[config.mk]
export PLATFORM = sky130hd
export DESIGN_NAME = mem_arbiter
export DESIGN_NICKNAME = d
export VERILOG_FILES = /design/src/rtl/mem_arbiter_pkg.sv /design/src/rtl/mem_arbiter_arb_pick.sv /design/src/rtl/mem_arbiter.sv
export SDC_FILE = /design/constraint.sdc
export NUM_CORES = 1
export LEC_CHECK = 0
export ABC_AREA = 1
export CORE_UTILIZATION = 34
export DETAILED_ROUTE_END_ITERATION = 10
export GPL_ROUTABILITY_DRIVEN = 0
export PLACE_DENSITY = 0.83
export SLEW_MARGIN = 10
export SYNTH_ARGS = -nofsm -noshare
export SYNTH_HDL_FRONTEND = slang
export SYNTH_SLANG_ARGS = --single-unit
[constraint.sdc]
create_clock -name clk -period 1.8 [get_ports clk]
set_input_delay 0.36 -clock clk [delete_from_list [all_inputs] [get_ports clk]]
set_output_delay 0.36 -clock clk [all_outputs]
set_load 0.005 [all_outputs]
[src/rtl/mem_arbiter_pkg.sv]
// mem_arbiter_pkg: shared widths, FSM state encoding and owner type for mem_arbiter
package mem_arbiter_pkg;
  localparam int ARB_WORD_SIZE = 16;
  localparam int ARB_LINE_WORDS = 4;
  localparam logic [1:0] ST_IDLE   = 2'd0;
  localparam logic [1:0] ST_BUSY_I = 2'd1;
  localparam logic [1:0] ST_BUSY_D = 2'd2;
  localparam logic [1:0] ST_DONE   = 2'd3;
  typedef enum logic {OWN_I = 1'b0, OWN_D = 1'b1} owner_t;
endpackage

[src/rtl/mem_arbiter_arb_pick.sv]
// arb_pick: two-way priority select; ptr=1 favours D, ptr=0 favours I (ports: req_i, req_d, ptr in; winner out)
module arb_pick
  import mem_arbiter_pkg::*;
(
  input  logic   req_i,
  input  logic   req_d,
  input  logic   ptr,
  output owner_t winner
);
  assign winner = (req_d && (ptr || !req_i)) ? OWN_D : OWN_I;
endmodule

[src/rtl/mem_arbiter.sv]
// mem_arbiter: I/D line-burst arbiter for one memory port (ports: clk, reset, i_* I-side, d_* D-side, m_* memory); ARB_ROUND_ROBIN_EN selects round-robin over fixed D priority
module mem_arbiter
  import mem_arbiter_pkg::*;
#(
  parameter int WORD_SIZE  = ARB_WORD_SIZE,
  parameter int LINE_WORDS = ARB_LINE_WORDS
) (
  input  logic                            clk,
  input  logic                            reset,
  input  logic                            i_req,
  input  logic [WORD_SIZE-1:0]            i_addr,
  output logic                            i_grant,
  output logic                            i_rvalid,
  output logic [WORD_SIZE-1:0]            i_rdata,
  output logic [$clog2(LINE_WORDS)-1:0]   i_beat,
  output logic                            i_done,
  input  logic                            d_req,
  input  logic                            d_we,
  input  logic [WORD_SIZE-1:0]            d_addr,
  input  logic [WORD_SIZE*LINE_WORDS-1:0] d_wdata,
  output logic                            d_grant,
  output logic                            d_rvalid,
  output logic [WORD_SIZE-1:0]            d_rdata,
  output logic [$clog2(LINE_WORDS)-1:0]   d_beat,
  output logic                            d_done,
  output logic                            m_req,
  output logic                            m_we,
  output logic [WORD_SIZE-1:0]            m_addr,
  output logic [WORD_SIZE-1:0]            m_wdata,
  input  logic [WORD_SIZE-1:0]            m_rdata,
  input  logic                            m_ack
);
  localparam int BW = $clog2(LINE_WORDS);
  logic [1:0]              r_state;
  owner_t                  r_owner;
  logic [WORD_SIZE-BW-1:0] r_line;
  logic                    r_we;
  logic [BW-1:0]           r_beat;
  logic                    w_ptr;
  owner_t                  w_winner;
  logic                    w_pick_d;
  logic                    w_busy_i;
  logic                    w_busy_d;
  logic                    w_busy;
  logic                    w_done;
  logic                    w_unused;

  assign w_unused = ^{i_addr[BW-1:0], d_addr[BW-1:0]};

  arb_pick u_pick (
    .req_i  (i_req),
    .req_d  (d_req),
    .ptr    (w_ptr),
    .winner (w_winner)
  );

  assign w_pick_d = (w_winner == OWN_D);

`ifdef ARB_ROUND_ROBIN_EN
  logic r_ptr;
  // After a burst, favour whichever side did not own it.
  always_ff @(posedge clk or posedge reset)
    if (reset) r_ptr <= 1'b1;
    else if (r_state == ST_DONE) r_ptr <= (r_owner == OWN_I);
  assign w_ptr = r_ptr;
`else
  assign w_ptr = 1'b1;
`endif

  always_ff @(posedge clk or posedge reset)
    if (reset) begin
      r_state <= ST_IDLE;
      r_owner <= OWN_I;
      r_line  <= '0;
      r_we    <= 1'b0;
      r_beat  <= '0;
    end else begin
      case (r_state)
        ST_IDLE: if (i_req || d_req) begin
          r_state <= w_pick_d ? ST_BUSY_D : ST_BUSY_I;
          r_owner <= w_winner;
          r_line  <= w_pick_d ? d_addr[WORD_SIZE-1:BW] : i_addr[WORD_SIZE-1:BW];
          r_we    <= w_pick_d && d_we;
          r_beat  <= '0;
        end
        ST_BUSY_I, ST_BUSY_D: if (m_ack) begin
          r_beat <= r_beat + BW'(1);
          if (&r_beat) r_state <= ST_DONE;
        end
        default: r_state <= ST_IDLE;
      endcase
    end

  assign w_busy_i = (r_state == ST_BUSY_I);
  assign w_busy_d = (r_state == ST_BUSY_D);
  assign w_busy   = w_busy_i || w_busy_d;
  assign w_done   = (r_state == ST_DONE);

  assign i_grant  = w_busy_i || (w_done && r_owner == OWN_I);
  assign i_rvalid = w_busy_i && m_ack;
  assign i_rdata  = i_rvalid ? m_rdata : '0;
  assign i_beat   = w_busy_i ? r_beat : '0;
  assign i_done   = w_done && r_owner == OWN_I;

  assign d_grant  = w_busy_d || (w_done && r_owner == OWN_D);
  assign d_rvalid = w_busy_d && m_ack && !r_we;
  assign d_rdata  = d_rvalid ? m_rdata : '0;
  assign d_beat   = w_busy_d ? r_beat : '0;
  assign d_done   = w_done && r_owner == OWN_D;

  assign m_req   = w_busy;
  assign m_we    = w_busy && r_we;
  assign m_addr  = w_busy ? {r_line, r_beat} : '0;
  assign m_wdata = m_we ? d_wdata[r_beat*WORD_SIZE +: WORD_SIZE] : '0;
endmodule

Yosys cells after proc, flatten, opt, wreduce, memory -nomap -nowiden --
Index checks and enable logic that the tools add are counted.
Storage, ports and cells: logic and storage cells 49, output and inout port bits 76, register bits 20, input bits 118
Operators by class: bitwise operators 1, equality and inequality tests 6, reductions and logical operators 19, shifts and indexed selects 1, multiplexer cells 16, $add $sub $neg 1
Operators by type and width (number):
- 2-to-1 mux 16 bit | 4
- variable part select 64 x 7 -> 16 bit | 1
- 2-to-1 mux 2 bit | 8
- 2-to-1 mux 14 bit | 1
- one-hot mux 2 bit (2 select lines) | 2
- logical AND 1 bit | 7
- != test 2 bit, second input constant | 3
- AND reduction 3 bit | 2
- == test 2 bit, second input constant | 2
- logical OR 1 bit | 4
- AND reduction 2 bit | 2
- adder 2 x 1 -> 2 bit, second input constant | 1
- == test 2 x 1 -> 1 bit, second input constant | 1
- logical NOT 2 bit | 1
- nonzero test 2 bit | 1
- OR reduction 2 bit | 1
- logical NOT 1 bit | 1
- 2-to-1 mux 1 bit | 1
- inverter 1 bit | 1

Depth between registers and ports, before layout --
Gate-level depths: netlist of the first run.
depth in word-level cells 4, gate-level depth with buffers 8, depth with buffers taken out 7

Hierarchy --
From an unflattened synthesis of the first run, not the netlist that was laid out.
Second synthesis, totals: cell total of the unflattened synthesis 431, area, all modules 2438.6 um^2
Modules (own cells, without submodules):
- mem_arbiter | instances 1, sequential area each 500.5 um^2, area an instance 2422.3 um^2, cells an instance 428
- arb_pick | instances 1, sequential area each 0.0 um^2, area an instance 16.3 um^2, cells an instance 3

Least setup slack after synthesis of the first run --
Ideal clock, no wire load.
kind reg2out, start reg r_state[0], end out m_wdata[10], arrival 1.345 ns, path slack 0.095 ns, data required time 1.440 ns, buffers on the path 2, cell stages (with the launch flop) 7, cells stage by stage dfrtp_1 inv_1 ha_1 buf_4 nand2_2 buf_2 a21oi_1
On the way: cells in the longest elaborated chain, start to end 4, elaborated cells on any way between the ends 5, those cells by class eq/ne: 2; mux: 1; reduce/logical: 2
RTL lines:
- start, declared | line mem_arbiter.sv:34 | logic [1:0] r_state;
- start signal, assigned | line mem_arbiter.sv:80 | r_state <= w_pick_d ? ST_BUSY_D : ST_BUSY_I;
- == test 2 x 1 -> 1 bit or == test 2 bit (tied branches) | line mem_arbiter.sv:94, mem_arbiter.sv:95
- logical OR 1 bit * | line mem_arbiter.sv:96 | assign w_busy = w_busy_i || w_busy_d;
- via m_req | line mem_arbiter.sv:26 | output logic m_req,
- logical AND 1 bit * | line mem_arbiter.sv:112 | assign m_we = w_busy && r_we;
- 2-to-1 mux 16 bit * | line mem_arbiter.sv:114 | assign m_wdata = m_we ? d_wdata[r_beat*WORD_SIZE +: WORD_SIZE] : '0;
- end, declared | line mem_arbiter.sv:29 | output logic [WORD_SIZE-1:0] m_wdata,
Mark *: on every way through the listed nets, which the timed path passes. The rest lies on a longest branch.

Worst setup path in the final report of the first run --
start reg r_state[0], end out d_rdata[11]
On the way: cells in the longest elaborated chain, start to end 4
RTL lines:
- == test 2 bit | line mem_arbiter.sv:95 | assign w_busy_d = (r_state == ST_BUSY_D);
- logical AND 1 bit (2 in series) | line mem_arbiter.sv:106 | assign d_rvalid = w_busy_d && m_ack && !r_we;
- 2-to-1 mux 16 bit | line mem_arbiter.sv:107 | assign d_rdata = d_rvalid ? m_rdata : '0;
- end, declared | line mem_arbiter.sv:23 | output logic [WORD_SIZE-1:0] d_rdata,
Every way passes these cells.

==> run summary, run 1 <==
==========================================================================================
Run status .................................................................. finished, violations left
Violated checks ............................................................. setup timing
Core region area ............................................................    6832 um^2
Total of buffers placed on input and output ports ...........................          189
Cell chosen for the clock root ..............................................     clkbuf_8
Library cell with the largest summed area after synthesis ...................      dfrtp_1
Gate count after technology mapping .........................................          428
Slew headroom ...............................................................       74.21%
Maximum number of buffers from clock root to sink ...........................            2
Routed wire length ..........................................................     10730 um
Static power due to leakage .................................................     2.755 nW
Peak per-stage delay on the critical path ...................................      0.42 ns
Tot GR Track Use ............................................................       26.75%
GRT overflow ................................................................            0
Maxcap violations ...........................................................            0
Hold_buf cts ................................................................            0
Leading cell type in the layout, fill and taps excluded ..................... clkdlybuf4s50_1
Cells taking the most area after synthesis .................................. dfrtp_1, nand2_1, inv_1
Setup crit start kind .......................................................     register
Count of buffer and inverter cells on the critical path .....................            4
Setup WS post-layout ........................................................   -0.1901 ns
Maximum fanout along the worst path .........................................            5
PnR Total Power .............................................................     6.377 mW
Proportion of power drawn by flip-flops and latches .........................        14.3%
Crit path capture type ...................................................... primary output
Number of levels in the clock H-tree ........................................            1
CTS tree ....................................................................        built
Worst clock skew ............................................................  0.001420 ns
Logic pwr share .............................................................        80.2%
Setup slack after placement .................................................   -0.3479 ns
Vias per inst ...............................................................        4.671
Switching Fraction ..........................................................       47.40%
Fillers .....................................................................          546
Hold Fails Final Rpt ........................................................            0
Count of inserted antenna diode cells .......................................            0
Ratio of cells with drive above 1 in the final layout .......................       34.27%
Source of the worst register-to-register timing path ........................ r_state[0]$_DFFE_PP0P_
Count of different cell masters after synthesis .............................           24
Pwr dens .................................................................... 1296 nW/um^2
Final critical path time including I/O delays and setup .....................     1.990 ns
Setup repair after global routing missed its margin .........................          yes
Slowest stage cell on the critical path .....................................      dfrtp_1
Placement Rows ..............................................................           30
Placed wire-length estimate after detailed placement ........................      6903 um
Start point of the critical path ............................................ r_state[0]$_DFFE_PP0P_
Net switching component of the power ........................................     3.022 mW
Design area .................................................................    4918 um^2
Cell-by-cell listing of the critical path ................................... inv_2 > buf_6 > ha_4 > nand3_4 > buf_16 > nor2_1 > buf_2
Horizontal die dimension ....................................................     86.47 um
Crit path arrival time ......................................................      1.63 ns
Detailed Routing Iterations Pass 1 ..........................................            4
Transition time at the pin with the least slew margin .......................    0.3862 ns
Antenna violations before repair ............................................            0
Maximum number of pins on one net before global-route repair ................           33
Commonest register cell after synthesis .....................................      dfrtp_1
CTS sink count ..............................................................           20
Fin crit share ..............................................................       110.6%
Drt initial violations ......................................................          124
Sequential element share of the synthesized area ............................       20.63%
Commonest cells after routing, fill and taps aside .......................... clkdlybuf4s50_1, nand2_1, inv_1
Number of pins exceeding their max-slew limit in the final report ...........            0
Max frequency ...............................................................   0.5025 GHz
# nets final ................................................................          764
Yosys reg bits ..............................................................           20
Wire length of the first global-routing pass ................................     15810 um
Startpoint-to-endpoint class of the critical path ........................... register to primary output
Antenna Nets Post-Route .....................................................            0
Effective utilization at floorplan ..........................................       35.51%
Internal power of the cells .................................................     3.354 mW
IO Count ....................................................................          194
Clock buffer count from CTS .................................................            3
Clock power share ...........................................................         5.5%
Post-route DRC violation count ..............................................            0
Area Growth Syn to Fin ......................................................       102.7%
Yosys synthesis warning count ...............................................            0
Clock network latency to the later pin of the worst-skew pair ...............      0.26 ns
Worst path required time ....................................................      1.44 ns
Worst IR drop on VDD ........................................................   0.001192 V
Cell type group with the largest total delay on the critical path ........... buffers and inverters
Total cell area at the placement stage ......................................    4534 um^2
Min Hold Slack ..............................................................    0.4279 ns
Total die area ..............................................................    7477 um^2
Worst min path class ........................................................ input port to asynchronous set/reset pin
Clock edge transition at the registers on the reported setup and hold paths .      0.08 ns
Vias in the first global route ..............................................         3371
Detailed-route via count ....................................................         3433
Total nets after synthesis ..................................................          552
Syn Std Cell Area ...........................................................    2426 um^2
Average footprint of a synthesized cell .....................................   5.668 um^2
Final setup violation count .................................................           64
Top-area cell type share of the netlist area ................................       20.63%
Share of synthesized flip-flops with an asynchronous set or reset ...........       100.0%
Die height ..................................................................     86.47 um
Wirelength per Cell .........................................................     14.60 um
Count of flip-flops with a built-in enable after synthesis ..................            0
==========================================================================================
-- cell families after synthesis --
logic type	after synthesis	share of synthesized area (%)
AND/OR/NAND/NOR	214	38.58
adder cells (fa/ha/maj)	6	3.094
buffers and inverters	140	24.14
AO/OA/AOI/OAI	48	13.56
flip-flops	20	20.63
-- power groups by stage --
| stage | clock [mW] | sequential [mW] | combinational, mW |
|---|---|---|---|
| after floorplan | 0 | 0.773 | 1.96 |
| after global placement | 0 | 0.793 | 3.76 |
| after detailed placement | 0 | 0.804 | 3.84 |
| after CTS | 0.348 | 0.870 | 5.05 |
| after global routing | 0.378 | 0.932 | 5.47 |
| final | 0.350 | 0.913 | 5.11 |
-- cell usage after synthesis (3+ instances only) --
cell,count
dfrtp_1,20
nor2_1,36
o211ai_2,10
o21ai_0,13
nand3_1,35
clkbuf_1,4
or2_2,9
buf_6,3
nand2_1,120
buf_2,11
or2_1,7
o211ai_1,4
inv_1,117
a21oi_1,18
ha_1,6
-- registers in the layout (all words and copies together), names as in the netlist --
signal   flops
r_owner      1
r_beat       2
r_state      2
r_line      14
r_we         1
-- tightest hold or removal path, delay by kind of cell --
family	cells	cell delay (ns)
buffers and inverters	3	0.72
-- layer usage --
metal  wire length, um  global-route usage (%)  vias up  share of wire (%)
met4               255                   7.576        0                2.4
met2              5507                   50.94      142                 51
met1              4254                   29.95     1584                 40
li1                  -                       -     1681                  -
met5                 0                       0        -                  0
met3               715                   5.333       26                6.7
-- path summary, 6_finish.rpt --
kind	endpoint	slack, ns	cells after the start
hold reg to reg	r_line[9]$_DFFE_PP0P_	0.53	2
min in group clk	r_line[9]$_DFFE_PP0P_	0.53	2
setup reg to reg	r_line[0]$_DFFE_PP0P_	0.05	8
hold / removal	r_line[12]$_DFFE_PP0P_	0.43	3
max in group asynchronous	r_we$_DFFE_PP0P_	1.14	3
setup / recovery	d_rdata[11]	-0.19	7
-- final cells by class --
type                            instances  area [um^2]  share of cell area, %
Clock buffer                            4        55.05                  1.119
Multi-Input combinational cell        270         1733                  35.23
Inverter                              119        449.2                  9.133
Sequential cell                        20        501.7                  10.20
Timing Repair Buffer                  226         2059                  41.87
Tap cell                               96        120.1                  2.442
-- stage by stage --
step                      cells  TNS, ns  util, %
after CTS                   741   -6.958    71.45
after global placement      715   -15.75    66.37
after floorplan             428        0        -
after detailed placement    715   -17.06    66.37
after global routing        735   -10.00    72.00
final                       735   -7.407    72.00
-- repair_timing --
| item | CTS | global route |
|---|---|---|
| endpoints found under the setup margin | 76 | 84 |
| buffers inserted | 16 | 1 |
| cloned | 7 | 0 |
| resized for setup | 381 | 66 |
| pin swaps | 10 | 10 |
(Power assumes the default switching activity.)
==> run 2: changes to the inputs <==
--- a/config.mk
+++ b/config.mk
@@ -6,6 +6,7 @@
 export NUM_CORES = 1
 export LEC_CHECK = 0
 export ABC_AREA = 1
+export CORE_MARGIN = 3
 export CORE_UTILIZATION = 34
 export DETAILED_ROUTE_END_ITERATION = 10
 export GPL_ROUTABILITY_DRIVEN = 0
==> run 2 against run 1 <==
  * The run still ends with setup timing left
  * Final cell count is 1.4% higher
  * Clock skew increased by 0.0030 ns
  * Sequential power down 2%
  * Power increased by 9.0%
  * Critical path depth decreased by 1
  * Wire length grew 8.4%
  * Sequential share of layout area is 0.41 points lower
  * Flip-flop and latch count is the same
  * Fmax increased by 0.82%
  * Register-to-register slack got worse by 0.02 ns
  * Die area grew 9.5%
  * Final area is 3.9% higher
  * Critical path type unchanged
==> run summary, run 2 (same netlist as run 1, synthesis figures left out) <==
==========================================================================================
Slew headroom ...............................................................       73.46%
Die height ..................................................................     90.47 um
Run status .................................................................. finished, violations left
Pwr dens .................................................................... 1360 nW/um^2
Peak per-stage delay on the critical path ...................................      0.40 ns
Placed wire-length estimate after detailed placement ........................      7305 um
Transition time at the pin with the least slew margin .......................    0.3976 ns
Tot GR Track Use ............................................................       24.25%
Crit path capture type ...................................................... primary output
Horizontal die dimension ....................................................     90.47 um
Worst clock skew ............................................................  0.004423 ns
Worst min path class ........................................................ input port to asynchronous set/reset pin
Effective utilization at floorplan ..........................................       35.32%
Top sig layer ...............................................................         met4
Total of buffers placed on input and output ports ...........................          189
Fin crit share ..............................................................       109.7%
Crit path arrival time ......................................................      1.61 ns
Post-route DRC violation count ..............................................            0
Worst path required time ....................................................      1.44 ns
Maximum fanout along the worst path .........................................            7
Antenna Nets Post-Route .....................................................            0
GRT overflow ................................................................            0
PnR Total Power .............................................................     6.952 mW
Placement Rows ..............................................................           30
Count of inserted antenna diode cells .......................................            0
Clock network latency to the later pin of the worst-skew pair ...............      0.26 ns
Top Registers ............................................................... r_line x14, r_beat x2, r_state x2
IO Count ....................................................................          194
Setup repair after global routing missed its margin .........................          yes
Final critical path time including I/O delays and setup .....................     1.974 ns
Cell chosen for the clock root ..............................................     clkbuf_8
Met2 Wirelength .............................................................      6255 um
CTS sink count ..............................................................           20
Routed length on met1 .......................................................      4348 um
Vias per inst ...............................................................        4.744
Setup WS post-layout ........................................................   -0.1739 ns
Count of buffer and inverter cells on the critical path .....................            3
Leading cell type in the layout, fill and taps excluded ..................... clkdlybuf4s50_1
Vias in the first global route ..............................................         3474
Worst IR drop on VDD ........................................................   0.001016 V
Largest Register ............................................................       r_line
Wire length of the first global-routing pass ................................     16650 um
Drt initial violations ......................................................          151
Startpoint-to-endpoint class of the critical path ........................... register to primary output
Commonest cells after routing, fill and taps aside .......................... clkdlybuf4s50_1, inv_1, nand2_1
Maxcap violations ...........................................................            0
Detailed-route via count ....................................................         3534
Detailed-routed wire length on met3 .........................................       709 um
Area Growth Syn to Fin ......................................................       110.7%
Maximum number of buffers from clock root to sink ...........................            2
Maximum number of pins on one net before global-route repair ................           31
CTS tree ....................................................................        built
Core region area ............................................................    6869 um^2
Final setup violation count .................................................           67
Violated checks ............................................................. setup timing
Max frequency ...............................................................   0.5066 GHz
Wirelength per Cell .........................................................     15.61 um
Sum of negative setup slack .................................................    -5.754 ns
Slowest stage cell on the critical path .....................................      dfrtp_1
Setup crit start kind .......................................................     register
Ratio of cells with drive above 1 in the final layout .......................       36.83%
Total die area ..............................................................    8185 um^2
Routed wire length ..........................................................     11630 um
Clock edge transition at the registers on the reported setup and hold paths .      0.08 ns
Hold Fails Final Rpt ........................................................            0
Largest register FFs ........................................................           14
Number of pins exceeding their max-slew limit in the final report ...........            0
Number of levels in the clock H-tree ........................................            1
Cell-by-cell listing of the critical path ................................... inv_2 > ha_4 > nand2_8 > buf_12 > a21oi_2 > buf_2
Hold_buf cts ................................................................            0
Clock buffer count from CTS .................................................            3
Static power due to leakage .................................................     2.862 nW
Cell type group with the largest total delay on the critical path ...........   flip-flops
Antenna violations before repair ............................................            0
Detailed Routing Iterations Pass 1 ..........................................            4
# nets final ................................................................          774
==========================================================================================
-- run 2: metal layers --
layer  vias to the layer above  GRT usage, %
met1                      1642         26.28
met2                       161         47.99
met4                         0         5.357
met5                         -             0
li1                       1703             -
met3                        28         4.417
-- run 2: report_power, final --
part | internal (mW) | leakage (nW) | switching (mW) | total (mW)
clock network | 0.195 | 0.0288 | 0.157 | 0.352
registers | 0.676 | 0.245 | 0.221 | 0.896
logic | 2.86 | 2.59 | 2.84 | 5.70
total | 3.73 | 2.86 | 3.22 | 6.95
-- run 2: worst paths after layout --
kind / from / endpoint / slack (ns) / cells after the start
setup / recovery: r_state[0]$_DFFE_PP0P_ / m_wdata[3] / -0.17 / 6
hold / removal: reset / r_line[12]$_DFFE_PP0P_ / 0.43 / 3
setup reg to reg: r_state[0]$_DFFE_PP0P_ / r_state[1]$_DFFE_PP0P_ / 0.03 / 10
hold reg to reg: r_line[1]$_DFFE_PP0P_ / r_line[1]$_DFFE_PP0P_ / 0.54 / 2
max in group asynchronous: reset / r_state[0]$_DFFE_PP0P_ / 1.16 / 3
min in group clk: r_line[1]$_DFFE_PP0P_ / r_line[1]$_DFFE_PP0P_ / 0.54 / 2
-- run 2: through the flow --
step                hold slack [ns]  instances  cell area, um^2  setup slack (ns)  utilization (%)
finish                       0.4262        745             5111           -0.1739            74.41
global route                 0.4714        745             5111           -0.2486            74.41
detailed placement           0.4950        716             4554           -0.3329            66.30
global placement             0.4824        716             4554           -0.2988            66.30
floorplan                    0.3238        428             2426           0.09473                -
CTS                          0.4408        733             4755           -0.2504            69.22
-- run 2: final cells by class --
cell class,count,area (um^2)
tap,96,120.1
sequential,20,500.5
timing repair buffer,237,2222
inverter,119,451.7
clock buffer,4,55.05
multi-input combinational,269,1762
fill,478,1758
-- run 2: tightest hold or removal path: cells and delay by family --
kind                   cells  cell delay (ns)
buffers and inverters      3             0.71
-- run 2: repair_timing --
action,in CTS,in global routing
cloned,2,4
setup endpoints to repair,76,84
buffers inserted,11,12
pin swaps,2,13
resized for setup,343,114
==> run 3: changes to the inputs <==
==> constraint.sdc (replaced) <==
create_clock -name clk -period 1.8 [get_ports clk]
set_input_delay 0.36 -clock clk [delete_from_list [all_inputs] [get_ports clk]]
set_output_delay 0.36 -clock clk [all_outputs]
set_load 0.01 [all_outputs]
==> run 3 against run 2 <==
  * The flow still finishes with violations (setup timing)
  * First-iteration DRC count down 17%
  * Via count down 2.5%
  * Global-route usage fell by 1.5 points
  * Wire length is 2.5% lower
  * Critical path type unchanged
  * Sequential share of layout area grew 0.16 points
  * Critical path depth rose by 1
  * Register-to-register slack better by 0.03 ns
  * Clock-buffer cell count unchanged
  * Highest routed layer unchanged
==> run summary, run 3 (same netlist as run 1, synthesis figures left out) <==
==========================================================================================
Run status .................................................................. finished, violations left
Violated checks ............................................................. setup timing
PnR Total Power .............................................................     6.124 mW
Worst clock skew ............................................................  0.002986 ns
Setup slack after placement .................................................   -0.3784 ns
Commonest cells after routing, fill and taps aside .......................... nand2_1, clkdlybuf4s50_1, inv_1
Tot GR Track Use ............................................................       22.75%
Cell chosen for the clock root ..............................................     clkbuf_8
Worst reg2reg endpoint ...................................................... r_line[7]$_DFFE_PP0P_
Startpoint-to-endpoint class of the critical path ........................... register to primary output
Max frequency ...............................................................   0.5016 GHz
Effective utilization at floorplan ..........................................       35.32%
Maximum number of pins on one net before global-route repair ................           31
Largest Register ............................................................       r_line
Final setup violation count .................................................           65
Count of buffer and inverter cells on the critical path .....................            4
Vias in the first global route ..............................................         3281
Largest register FFs ........................................................           14
Vias per inst ...............................................................        4.719
Top sig layer ...............................................................         met4
Number of levels in the clock H-tree ........................................            1
Start point of the critical path ............................................ r_state[1]$_DFFE_PP0P_
Cell-by-cell listing of the critical path ................................... inv_2 > buf_6 > ha_4 > nand2_4 > clkbuf_16 > nor2_1 > buf_2
Worst min path class ........................................................ input port to asynchronous set/reset pin
Setup crit start kind .......................................................     register
Antenna Nets Post-Route .....................................................            0
Antenna violations before repair ............................................            0
Placed wire-length estimate after detailed placement ........................      7261 um
Count of inserted antenna diode cells .......................................            0
Hold_buf cts ................................................................            0
Maximum number of buffers from clock root to sink ...........................            2
Detailed Routing Iterations Pass 1 ..........................................            4
Cell type group with the largest total delay on the critical path ........... buffers and inverters
Pwr dens .................................................................... 1218 nW/um^2
Post-Layout Cell Count ......................................................          730
Detailed-routed wire length on met3 .........................................       634 um
Fin crit share ..............................................................       110.8%
Slew headroom ...............................................................       73.07%
Cells on worst reg2reg path .................................................            8
Area Growth Syn to Fin ......................................................       107.3%
Crit path arrival time ......................................................      1.63 ns
Slowest stage cell on the critical path .....................................      dfrtp_1
Ratio of cells with drive above 1 in the final layout .......................       32.18%
Crit path capture type ...................................................... primary output
Detailed-route via count ....................................................         3445
Number of pins exceeding their max-slew limit in the final report ...........            0
Core region area ............................................................    6869 um^2
IO Count ....................................................................          194
Clock buffer count from CTS .................................................            3
Peak per-stage delay on the critical path ...................................      0.42 ns
Setup repair after global routing missed its margin .........................          yes
CTS sink count ..............................................................           20
Met2 Wirelength .............................................................      6332 um
Clock edge transition at the registers on the reported setup and hold paths .      0.09 ns
# nets final ................................................................          759
Worst IR drop on VDD ........................................................  0.0008735 V
Maxcap violations ...........................................................            0
Leading cell type in the layout, fill and taps excluded .....................      nand2_1
Total of buffers placed on input and output ports ...........................          189
Post-route DRC violation count ..............................................            0
Horizontal die dimension ....................................................     90.47 um
Setup WS post-layout ........................................................   -0.1938 ns
Crit path depth .............................................................            7
Top Registers ............................................................... r_line x14, r_beat x2, r_state x2
Total die area ..............................................................    8185 um^2
Worst path required time ....................................................      1.44 ns
Static power due to leakage .................................................     2.721 nW
Transition time at the pin with the least slew margin .......................    0.4033 ns
Total instance count after detailed placement ...............................          718
Source of the worst register-to-register timing path ........................ r_state[1]$_DFFE_PP0P_
GRT overflow ................................................................            0
Final critical path time including I/O delays and setup .....................     1.994 ns
Worst reg2reg setup slack ...................................................      0.06 ns
CP Capture Point ............................................................   i_rdata[5]
Hold Fails Final Rpt ........................................................            0
Clock network latency to the later pin of the worst-skew pair ...............      0.27 ns
CTS tree ....................................................................        built
Wirelength per Cell .........................................................     15.54 um
Placement Rows ..............................................................           30
Drt initial violations ......................................................          126
Die height ..................................................................     90.47 um
Routed wire length ..........................................................     11350 um
Wire length of the first global-routing pass ................................     15730 um
Maximum fanout along the worst path .........................................            8
Routed length on met1 .......................................................      4131 um
Sum of negative setup slack .................................................    -5.795 ns
==========================================================================================
-- run 3: layout make-up --
cell class	count	area, um^2
Tap cell	96	120.1
Timing Repair Buffer	223	2180
Clock buffer	4	55.05
Fill cell	494	1841
Inverter	119	459.2
Sequential cell	20	500.5
Multi-Input combinational cell	268	1714
-- run 3: where the power goes --
group | leakage, nW | total [mW] | switching (mW) | internal [mW]
Clock | 0.0288 | 0.372 | 0.177 | 0.195
Combinational | 2.45 | 4.90 | 2.66 | 2.24
Sequential | 0.245 | 0.850 | 0.174 | 0.675
-- run 3: worst min path at each step --
| stage | to | slack (ns) | depth (start not counted) |
|---|---|---|---|
| 6_report | r_owner$_DFFE_PP0P_ | 0.42 | 3 |
| 3_3_place_gp | r_line[10]$_DFFE_PP0P_ | 0.48 | 2 |
| 2_1_floorplan | r_beat[0]$_DFFE_PP0P_ | 0.32 | 1 |
| 4_1_cts | r_beat[0]$_DFFE_PP0P_ | 0.44 | 3 |
| 5_1_grt | r_owner$_DFFE_PP0P_ | 0.49 | 3 |
| 3_5_place_dp | r_line[13]$_DFFE_PP0P_ | 0.49 | 2 |
-- run 3: timing repair --
action	4_1_cts	5_1_grt
setup buffers	2	2
resized for setup	336	117
setup endpoints to repair	76	69
gates cloned	2	4
pin swaps	1	4
-- run 3: worst register-to-register path, stage by stage, from the launching register on --
cell and delay, ns:
dfrtp_1 0.42, inv_2 0.10, buf_6 0.12, buf_4 0.10, ha_1 0.28, inv_4 0.14, nor2_8 0.28, o211ai_1 0.17
nand2_1 0.08
-- run 3: per-stage QoR --
stage / area (um^2) / hold slack [ns] / util (%)
6_report: 5029 / 0.4165 / 73.21
5_1_grt: 5029 / 0.4853 / 73.21
4_1_cts: 4474 / 0.4425 / 65.14
3_5_place_dp: 4557 / 0.4935 / 66.34
3_3_place_gp: 4557 / 0.4824 / 66.34
2_1_floorplan: 2426 / 0.3238 / -
-- run 3: per-layer routing --
layer / vias to the layer above / global-route usage, %
met5: - / 0
met1: 1601 / 25.78
li1: 1667 / -
met2: 152 / 44.47
met3: 25 / 3.500
met4: 0 / 4.337
